<file path="src/rtl/uart_sat_counter.sv">
// Saturating up-counter for error statistics.
//   clk, reset : clock, synchronous active-high reset
//   clr        : synchronous clear, wins over inc
//   inc        : count one event, holds at all-ones
//   count      : current value
module uart_sat_counter #(
  parameter int CNT_W = 8
) (
  input  logic             clk,
  input  logic             reset,
  input  logic             clr,
  input  logic             inc,
  output logic [CNT_W-1:0] count
);

  always_ff @(posedge clk) begin
    if (reset || clr) begin
      count <= '0;
    end else if (inc && (count != '1)) begin
      count <= count + 1'b1;
    end
  end

endmodule

</file>
<file path="config.mk">
export PLATFORM = sky130hd
export DESIGN_NAME = uart_sat_counter
export DESIGN_NICKNAME = d
export VERILOG_FILES = /design/src/rtl/uart_sat_counter.sv
export SDC_FILE = /design/constraint.sdc
export NUM_CORES = 1
export LEC_CHECK = 0
export BUFFER_PORTS_ARGS = -buffer_cell sky130_fd_sc_hd__buf_2
export CAP_MARGIN = 30
export CORE_AREA = 2 2 39 41
export CTS_CLUSTER_DIAMETER = 120
export DETAILED_ROUTE_END_ITERATION = 7
export DIE_AREA = 0 0 41 43
export GPL_TIMING_DRIVEN = 0
export PLACE_DENSITY = 0.61
export SKIP_CTS_REPAIR_TIMING = 1
export SYNTH_ARGS = -nofsm -noshare
export SYNTH_HDL_FRONTEND = slang
export SYNTH_SLANG_ARGS = --single-unit
</file>
<file path="constraint.sdc">
create_clock -name clk -period 1.7 [get_ports clk]
set_input_delay 0.255 -clock clk [delete_from_list [all_inputs] [get_ports clk]]
set_output_delay 0.255 -clock clk [all_outputs]
set_load 0.1 [all_outputs]
</file>
; After elaboration in Yosys (flattened, before gate mapping)
; Cells that the tools add are included.
[totals]
in_bits = 4
elab_cells = 5
regBits = 8
[classes]
n_addsub = 1
n_reduce_logical = 2
eq_ne = 1
[op_table]
columns = op, n
row1 = "adder 8 x 1 -> 8 bit, second input constant", 1
row2 = "!= test 8 bit, second input constant", 1
row3 = logical AND 1 bit, 1
row4 = logical OR 1 bit, 1

; Logic depth before layout (Yosys ltp)
; Gate-level depths: netlist (run 1).
[logic_depth]
depth_word = 2
depth_mapped = 4
depth_no_buf = 4

; Worst setup path after synthesis (run 1)
; Ideal clock, no wire load.
[synth_timing]
path_kind = reg2reg
startpoint = reg count[0]
endpoint = reg count[6]
path_buffers = 0
setup_time_ps = 115
period_less_slack_ps = 2142
arrival_ps = 2027
setup_slack_ps = -442
path_stages_with_launch = 5
path_cell_list = dfxtp_1 ha_1 nand3_1 or4_1 and3_1
[synth_via]
elab_chain_cells = 2
elab_cells_between_ends = 3
[synth_rtl]
columns = element, line_no
row1 = start: declaration, 13  ; output logic [CNT_W-1:0] count
row2 = start signal: assignment, 20  ; count <= count + 1'b1;
row3 = "parallel branches: the longest is 2 deep, another holds adder 8 x 1 -> 8 bit", n/a
; Parallel ways; which one is timed is not known.
; A chain may end at the register's enable or synchronous reset.

; Worst setup path in the final report (run 1)
[layout_timing]
startpoint = reg count[7]
endpoint = out count[7]
; No word-level cell between the ends.

==> results.json, run 1 <==
{
  "fmax_ghz": 0.693,
  "regToRegEndpoint": "count[6]$_SDFFE_PP0P_",
  "place_congestion": 0.718,
  "drtIter0Drc": 6,
  "yosysWarningCount": 0,
  "synth_top_area_share": 0.380,
  "synth-simple-area-share": 0.338,
  "slowest_stage": "buf_2",
  "synth-seq-cells": 8,
  "worstSetupPathType": "register to output port",
  "cts_sinks": 8,
  "worst_slew_pin_slew_ns": 0.486,
  "syn_nets": 53,
  "fin_tns_setup_ns": 0,
  "hold_class": "input port to register",
  "wl_per_cell_um": 11.9,
  "syn_area_per_cell_um2": 8.78,
  "hp-start": "reset",
  "num_antenna_cells": 0,
  "ir_drop_mv": 0.563,
  "required_ns": 1.44,
  "cts_buffers": 3,
  "end_kind": "output port",
  "synth_area_um2": 422,
  "post-route-period-util": 0.848,
  "clk_pin_slew_ns": 0.06,
  "synth.yosys.seq_area_share": 0.380,
  "setup_viol": 0,
  "synth_cells": 48,
  "grt_overflow": 0,
  "synth_fa_ha_area_frac": 0.0297,
  "ys_types": 23,
  "fillers": 146,
  "largest_register_ffs": 8,
  "clk_path_buf_depth": 2,
  "hpwl_um": 675,
  "regMostFlops": "count",
  "top_regs": "count x8",
  "netlist_top_cells_area": "dfxtp_1, mux2i_1, nand2_1, a21oi_1, and3b_1",
  "cts_tree": "yes",
  "grt_pass1_wl_um": 1610,
  "viasPerCell": 5.19,
  "cp_top_family": "buffers and inverters",
  "io_pins": 12,
  "cts_root_buf": "clkbuf_4",
  "synthXorXnorAreaFrac": 0,
  "area_growth_pct": 27.3,
  "rrSetupSlack_ns": 0.26,
  "min_delay_worst_endpoint": "count[2]$_SDFFE_PP0P_",
  "antenna_left": 0,
  "rr_worst_depth": 4,
  "finalHoldViolations": 0,
  "nets": 69,
  "p_leak_uw": 0.000238,
  "synth_top_family_by_area": "simple AND/OR/NAND/NOR gates",
  "grt_max_degree": 9,
  "cts_max_level": 1,
  "drt_wl_total_um": 941,
  "path_max_fanout": 8,
  "r2r_start": "count[0]$_SDFFE_PP0P_",
  "status": "complete, no violations",
  "cp_cell_sequence": "buf_2",
  "relSlewSlack": 0.678,
  "period_needed_ns": 1.44,
  "slew_viol_final": 0,
  "grt_usage": 0.143,
  "die_w_um": 41,
  "path_buf_inv": 1,
  "die-area_mm2": 0.00176,
  "vias": 410,
  "cpPeakStageDelay_ns": 0.48,
  "hold-worst-slack_ns": 0.207,
  "first_pass_iters": 4,
  "design.core.area_mm2": 0.00138,
  "synth_compound_area_frac": 0.136,
  "num_rows": 14,
  "die_h_um": 43,
  "clock_latency_ns": 0.26,
  "rsz0062_at_grt": "no",
  "powerDensity_mw_per_mm2": 707,
  "synth_mux_area_frac": 0.0950,
  "drc": 0,
  "skew_ns": 0.00227,
  "grt_antenna_before_repair": 0,
  "drive_above_1_share": 0.413,
  "portBuffers": 11,
  "initial_core_util": 0.305,
  "cp.arrival_ns": 1.19,
  "maxCapViolCount": 0,
  "whs_path_depth": 2,
  "worst_setup_path_start_kind": "register",
  "yosys.area.top_type": "dfxtp_1",
  "first_global_vias": 381
}
[cell type report]
cell class | count | area [um^2] | share of cell area
Buffer | 1 | 5.00 | 0.00932
Clock buffer | 4 | 26.3 | 0.0490
Inverter | 1 | 3.75 | 0.00699
Multi-Input combinational cell | 38 | 253 | 0.471
Sequential cell | 8 | 174 | 0.324
Tap cell | 16 | 20.0 | 0.0373
Timing Repair Buffer | 11 | 55.1 | 0.103
[through the flow]
step,total power [uW],utilization,setup slack (ns),std cells,area (um^2)
floorplan,214,-,0.0232,48,435
global placement,224,0.369,0.317,75,510
detailed placement,225,0.369,0.299,75,510
CTS,388,0.388,0.256,79,537
global route,409,0.388,0.210,79,537
finish,380,0.388,0.258,79,537
[logic make-up after synthesis]
| family | count (synthesis) |
|---|---|
| adder cells (fa/ha/maj) | 1 |
| AO/OA/AOI/OAI | 9 |
| AND/OR/NAND/NOR | 24 |
| buffers and inverters | 2 |
| multiplexers | 4 |
| flip-flops | 8 |
[how the worst max path moves through the flow]
| stage | from | end | slack, ns | cells past startpoint |
|---|---|---|---|---|
| floorplan | count[7]$_SDFFE_PP0P_ | count[3]$_SDFFE_PP0P_ | 0.02 | 3 |
| global placement | count[0]$_SDFFE_PP0P_ | count[6]$_SDFFE_PP0P_ | 0.32 | 4 |
| detailed placement | count[0]$_SDFFE_PP0P_ | count[6]$_SDFFE_PP0P_ | 0.30 | 4 |
| CTS | count[7]$_SDFFE_PP0P_ | count[7] | 0.26 | 1 |
| global route | count[7]$_SDFFE_PP0P_ | count[7] | 0.21 | 1 |
| finish | count[7]$_SDFFE_PP0P_ | count[7] | 0.26 | 1 |
[synth_stat cells]
master	number
and4_1	1
buf_2	1
nand2_1	7
a21boi_2	1
nand3_1	2
and2_2	1
and3_1	2
or4_1	1
and4_2	1
nand4_1	2
ha_1	1
o2111ai_1	1
and3b_1	2
o21ai_0	1
nor4_1	1
or3_1	2
nor2_1	1
or3_2	1
mux2i_1	4
inv_1	1
a21oi_1	5
dfxtp_1	8
a21boi_0	1
[worst register-to-register path: stages (launching register included)]
cell	delay (ns)
dfxtp_4	0.35
ha_1	0.23
nand3_1	0.14
or4_1	0.42
and3_1	0.19
[report_power, final]
| part | switching, uW | leakage [uW] | total (uW) | internal, uW |
|---|---|---|---|---|
| clock network | 69.3 | 0.0000150 | 159 | 90.1 |
| registers | 1.54 | 0.0000687 | 189 | 187 |
| logic | 22.5 | 0.000155 | 31.6 | 9.11 |
| total | 93.4 | 0.000238 | 380 | 286 |
[per-layer routing]
metal  track usage  share of wire  up-vias
met5             0              0        -
met4        0.0600          0.011        0
met3        0.0942          0.068        2
met2         0.188           0.44       10
met1         0.177           0.48      185
li1              -              -      213
[layout by cell type (no fill, tap or decap), types with 2 or more instances in the layout]
master | Yosys | final
buf_2 | 1 | 12
nand3_1 | 2 | 2
mux2i_1 | 4 | 4
nand4_1 | 2 | 2
and3b_1 | 2 | 2
and3_1 | 2 | 2
a21oi_1 | 5 | 5
or3_1 | 2 | 2
nand2_1 | 7 | 7
dfxtp_2 | 0 | 5
clkbuf_4 | 0 | 3
dfxtp_4 | 0 | 2
No activity file was read; power rests on OpenSTA's default activity.
==> inputs of run 2 (changes only) <==
==> constraint.sdc (replaced) <==
create_clock -name clk -period 1.4 [get_ports clk]
set_input_delay 0.21 -clock clk [delete_from_list [all_inputs] [get_ports clk]]
set_output_delay 0.21 -clock clk [all_outputs]
set_load 0.1 [all_outputs]
==> results.json, run 2 (synthesis gave the netlist of run 1 again) <==
{
  "cp_cell_sequence": "buf_2",
  "cts_root_buf": "clkbuf_4",
  "final_common_cell": "buf_2",
  "slew_viol_final": 0,
  "die_w_um": 41,
  "period_needed_ns": 1.30,
  "setup_viol": 0,
  "die_h_um": 43,
  "hpwl_um": 696,
  "worst_slew_pin_slew_ns": 0.517,
  "hold_class": "input port to register",
  "post-route-period-util": 0.930,
  "powerDensity_mw_per_mm2": 804,
  "grt_max_degree": 9,
  "cts_sinks": 8,
  "drt_wl_total_um": 951,
  "drc": 0,
  "status": "complete, no violations",
  "worstSetupPathType": "register to output port",
  "grt_usage": 0.126,
  "drive_above_1_share": 0.460,
  "rr_worst_depth": 4,
  "p_total_uw": 457,
  "stdcell_count": 79,
  "first_pass_iters": 4,
  "clk_path_buf_depth": 2,
  "crit_cells": 1,
  "cpPeakStageDelay_ns": 0.45,
  "regToRegEndpoint": "count[6]$_SDFFE_PP0P_",
  "place_congestion": 0.718,
  "fillers": 143,
  "grt_overflow": 0,
  "clk_pin_slew_ns": 0.06,
  "num_antenna_cells": 0,
  "hp-start": "reset",
  "fin_util": 0.410,
  "viasPerCell": 5.09,
  "whs_path_depth": 2,
  "portBuffers": 11,
  "end_kind": "output port",
  "cp.arrival_ns": 1.09,
  "fin_tns_setup_ns": 0,
  "cts_buffers": 3,
  "rrSetupSlack_ns": 0.12,
  "r2r_start": "count[1]$_SDFFE_PP0P_",
  "fmax_ghz": 0.768,
  "path_max_fanout": 8,
  "cts_tree": "yes",
  "min_delay_worst_endpoint": "count[2]$_SDFFE_PP0P_",
  "maxCapViolCount": 0,
  "layout_common_cells": "buf_2, nand2_1, dfxtp_4",
  "wl_per_cell_um": 12.0,
  "cts_max_level": 1,
  "drtIter0Drc": 7,
  "die-area_mm2": 0.00176,
  "vias": 402,
  "antenna_left": 0,
  "slowest_stage": "buf_2",
  "path_buf_inv": 1,
  "top_regs": "count x8",
  "required_ns": 1.19,
  "regMostFlops": "count",
  "first_global_vias": 357,
  "finalHoldViolations": 0,
  "ir_drop_mv": 0.436,
  "cp_top_family": "buffers and inverters",
  "nets": 69,
  "skew_ns": 0.00148,
  "design.core.area_mm2": 0.00138,
  "grt_pass1_wl_um": 1480,
  "io_pins": 12,
  "relSlewSlack": 0.654,
  "grt_antenna_before_repair": 0,
  "clock_latency_ns": 0.26,
  "dp.cells": 75,
  "num_rows": 14,
  "worst_setup_path_start_kind": "register",
  "p_leak_uw": 0.000238,
  "area_growth_pct": 34.7,
  "rsz0062_at_grt": "no",
  "largest_register_ffs": 8,
  "initial_core_util": 0.305
}
[run 2: worst max-delay path by stage]
stage,startpoint,to,slack [ns]
floorplan,count[1]$_SDFFE_PP0P_,count[6]$_SDFFE_PP0P_,-0.08
global placement,count[1]$_SDFFE_PP0P_,count[6]$_SDFFE_PP0P_,0.15
detailed placement,count[1]$_SDFFE_PP0P_,count[6]$_SDFFE_PP0P_,0.13
CTS,count[7]$_SDFFE_PP0P_,count[7],0.09
global route,count[7]$_SDFFE_PP0P_,count[7],0.05
finish,count[7]$_SDFFE_PP0P_,count[7],0.1
[run 2: final cells by class]
cell class	instances	area (um^2)	area share
Inverter	1	3.75	0.00661
Sequential cell	8	188	0.330
Clock buffer	4	26.3	0.0463
Tap cell	16	20.0	0.0352
Timing Repair Buffer	11	55.1	0.0969
Buffer	1	5.00	0.00881
Multi-Input combinational cell	38	270	0.476
[run 2: per-layer routing]
layer / up-vias / GRT usage / part of all wire
met5: - / 0 / 0
met4: 0 / 0.0800 / 0.0074
met3: 2 / 0.0314 / 0.066
met2: 15 / 0.163 / 0.39
met1: 173 / 0.179 / 0.53
li1: 212 / - / -
[run 2: where the power goes]
part / switching [uW] / leakage, uW / internal, uW
logic: 27.3 / 0.000152 / 11.5
registers: 2.82 / 0.0000707 / 218
clock network: 87.7 / 0.0000150 / 110
total: 118 / 0.000238 / 339
[run 2: stage by stage]
step	setup WS (ns)	area (um^2)	hold WS [ns]
floorplan	-0.0764	467	0.278
global placement	0.149	542	0.426
detailed placement	0.128	542	0.428
CTS	0.0891	568	0.148
global route	0.0532	568	0.168
finish	0.0980	568	0.157
==> inputs of run 3 (changes only) <==
--- a/config.mk
+++ b/config.mk
@@ -5,7 +5,7 @@
 export SDC_FILE = /design/constraint.sdc
 export NUM_CORES = 1
 export LEC_CHECK = 0
-export BUFFER_PORTS_ARGS = -buffer_cell sky130_fd_sc_hd__buf_2
+export BUFFER_PORTS_ARGS = -buffer_cell sky130_fd_sc_hd__clkbuf_2
 export CAP_MARGIN = 30
 export CORE_AREA = 2 2 39 41
 export CTS_CLUSTER_DIAMETER = 120
==> results.json, run 3 (synthesis gave the netlist of run 1 again) <==
{
  "nets": 69,
  "wl_per_cell_um": 11.9,
  "top_regs": "count x8",
  "first_pass_iters": 2,
  "worst_setup_path_start_kind": "register",
  "p_total_uw": 453,
  "drc": 0,
  "skew_ns": 0.00707,
  "cts_sinks": 8,
  "largest_register_ffs": 8,
  "drtIter0Drc": 6,
  "relSlewSlack": 0.641,
  "grt_max_degree": 9,
  "maxCapViolCount": 0,
  "cp_cell_sequence": "clkbuf_2",
  "die-area_mm2": 0.00176,
  "clock_latency_ns": 0.26,
  "status": "complete, no violations",
  "slowest_stage": "clkbuf_2",
  "whs_path_depth": 2,
  "place_congestion": 0.738,
  "initial_core_util": 0.305,
  "cp_top_family": "buffers and inverters",
  "top_usage_layer": "met1",
  "vias": 412,
  "grt_usage": 0.137,
  "num_rows": 14,
  "io_pins": 12,
  "antenna_left": 0,
  "period_needed_ns": 1.33,
  "portBuffers": 11,
  "regToRegEndpoint": "count[6]$_SDFFE_PP0P_",
  "cts_tree": "yes",
  "cts_max_level": 1,
  "path_buf_inv": 1,
  "drive_above_1_share": 0.460,
  "required_ns": 1.19,
  "dp.cells": 75,
  "cts_buffers": 3,
  "worstSetupPathType": "register to output port",
  "stdcell_count": 79,
  "powerDensity_mw_per_mm2": 797,
  "hpwl_um": 718,
  "hp-start": "reset",
  "rr_worst_depth": 4,
  "met1_usage": 0.183,
  "fmax_ghz": 0.754,
  "rsz0062_at_grt": "no",
  "clk_pin_slew_ns": 0.06,
  "rrSetupSlack_ns": 0.12,
  "clk_path_buf_depth": 2,
  "globalRouteMet2Util": 0.181,
  "grt_pass1_wl_um": 1610,
  "slew_viol_final": 0,
  "final_common_cell": "clkbuf_2",
  "cp.arrival_ns": 1.12,
  "cpPeakStageDelay_ns": 0.48,
  "grt_antenna_before_repair": 0,
  "hold_class": "input port to register",
  "worst_slew_pin_slew_ns": 0.541,
  "viasPerCell": 5.22,
  "cts_root_buf": "clkbuf_4",
  "grt_overflow": 0,
  "die_h_um": 43,
  "end_kind": "output port",
  "r2r_start": "count[0]$_SDFFE_PP0P_",
  "first_global_vias": 386,
  "drt_wl_total_um": 938,
  "layout_common_cells": "clkbuf_2, nand2_1, dfxtp_4",
  "setup_viol": 0,
  "area_growth_pct": 34.7,
  "die_w_um": 41,
  "post-route-period-util": 0.948,
  "design.core.area_mm2": 0.00138,
  "num_antenna_cells": 0,
  "finalHoldViolations": 0,
  "min_delay_worst_endpoint": "count[2]$_SDFFE_PP0P_",
  "ir_drop_mv": 0.381,
  "place_ws_ns": 0.124,
  "regMostFlops": "count",
  "path_max_fanout": 8,
  "layout_setup_ws_ns": 0.0734,
  "p_leak_uw": 0.000231,
  "met3_usage": 0.0314
}
## run 3: area by class of cell
type,count,area (um^2)
multi-input combinational,38,270
buffer,1,5.00
timing repair buffer,11,55.1
tap,16,20.0
inverter,1,3.75
sequential,8,188
fill,150,816
clock buffer,4,26.3
## run 3: layer usage
layer | up-vias | wire length, um
met4 | 0 | 22
met3 | 4 | 63
met5 | - | 0
met1 | 184 | 461
li1 | 211 | -
met2 | 13 | 391
## run 3: where the power goes
part | switching [uW] | total (uW) | internal [uW]
logic | 27.4 | 38.8 | 11.4
clock network | 83.8 | 193 | 109
registers | 2.90 | 221 | 218
## run 3: worst max-delay path by stage
stage / startpoint / end / depth (start not counted)
after floorplan: count[1]$_SDFFE_PP0P_ / count[6]$_SDFFE_PP0P_ / 4
after global placement: count[1]$_SDFFE_PP0P_ / count[6]$_SDFFE_PP0P_ / 4
after detailed placement: count[1]$_SDFFE_PP0P_ / count[6]$_SDFFE_PP0P_ / 4
after CTS: count[7]$_SDFFE_PP0P_ / count[7] / 1
after global routing: count[7]$_SDFFE_PP0P_ / count[7] / 1
final: count[7]$_SDFFE_PP0P_ / count[7] / 1
## run 3: per-stage QoR
stage | util | instance area [um^2] | hold WS (ns) | TNS [ns]
after floorplan | - | 467 | 0.278 | -0.0764
after global placement | 0.392 | 542 | 0.432 | 0
after detailed placement | 0.392 | 542 | 0.427 | 0
after CTS | 0.410 | 568 | 0.144 | 0
after global routing | 0.410 | 568 | 0.160 | 0
final | 0.410 | 568 | 0.160 | 0
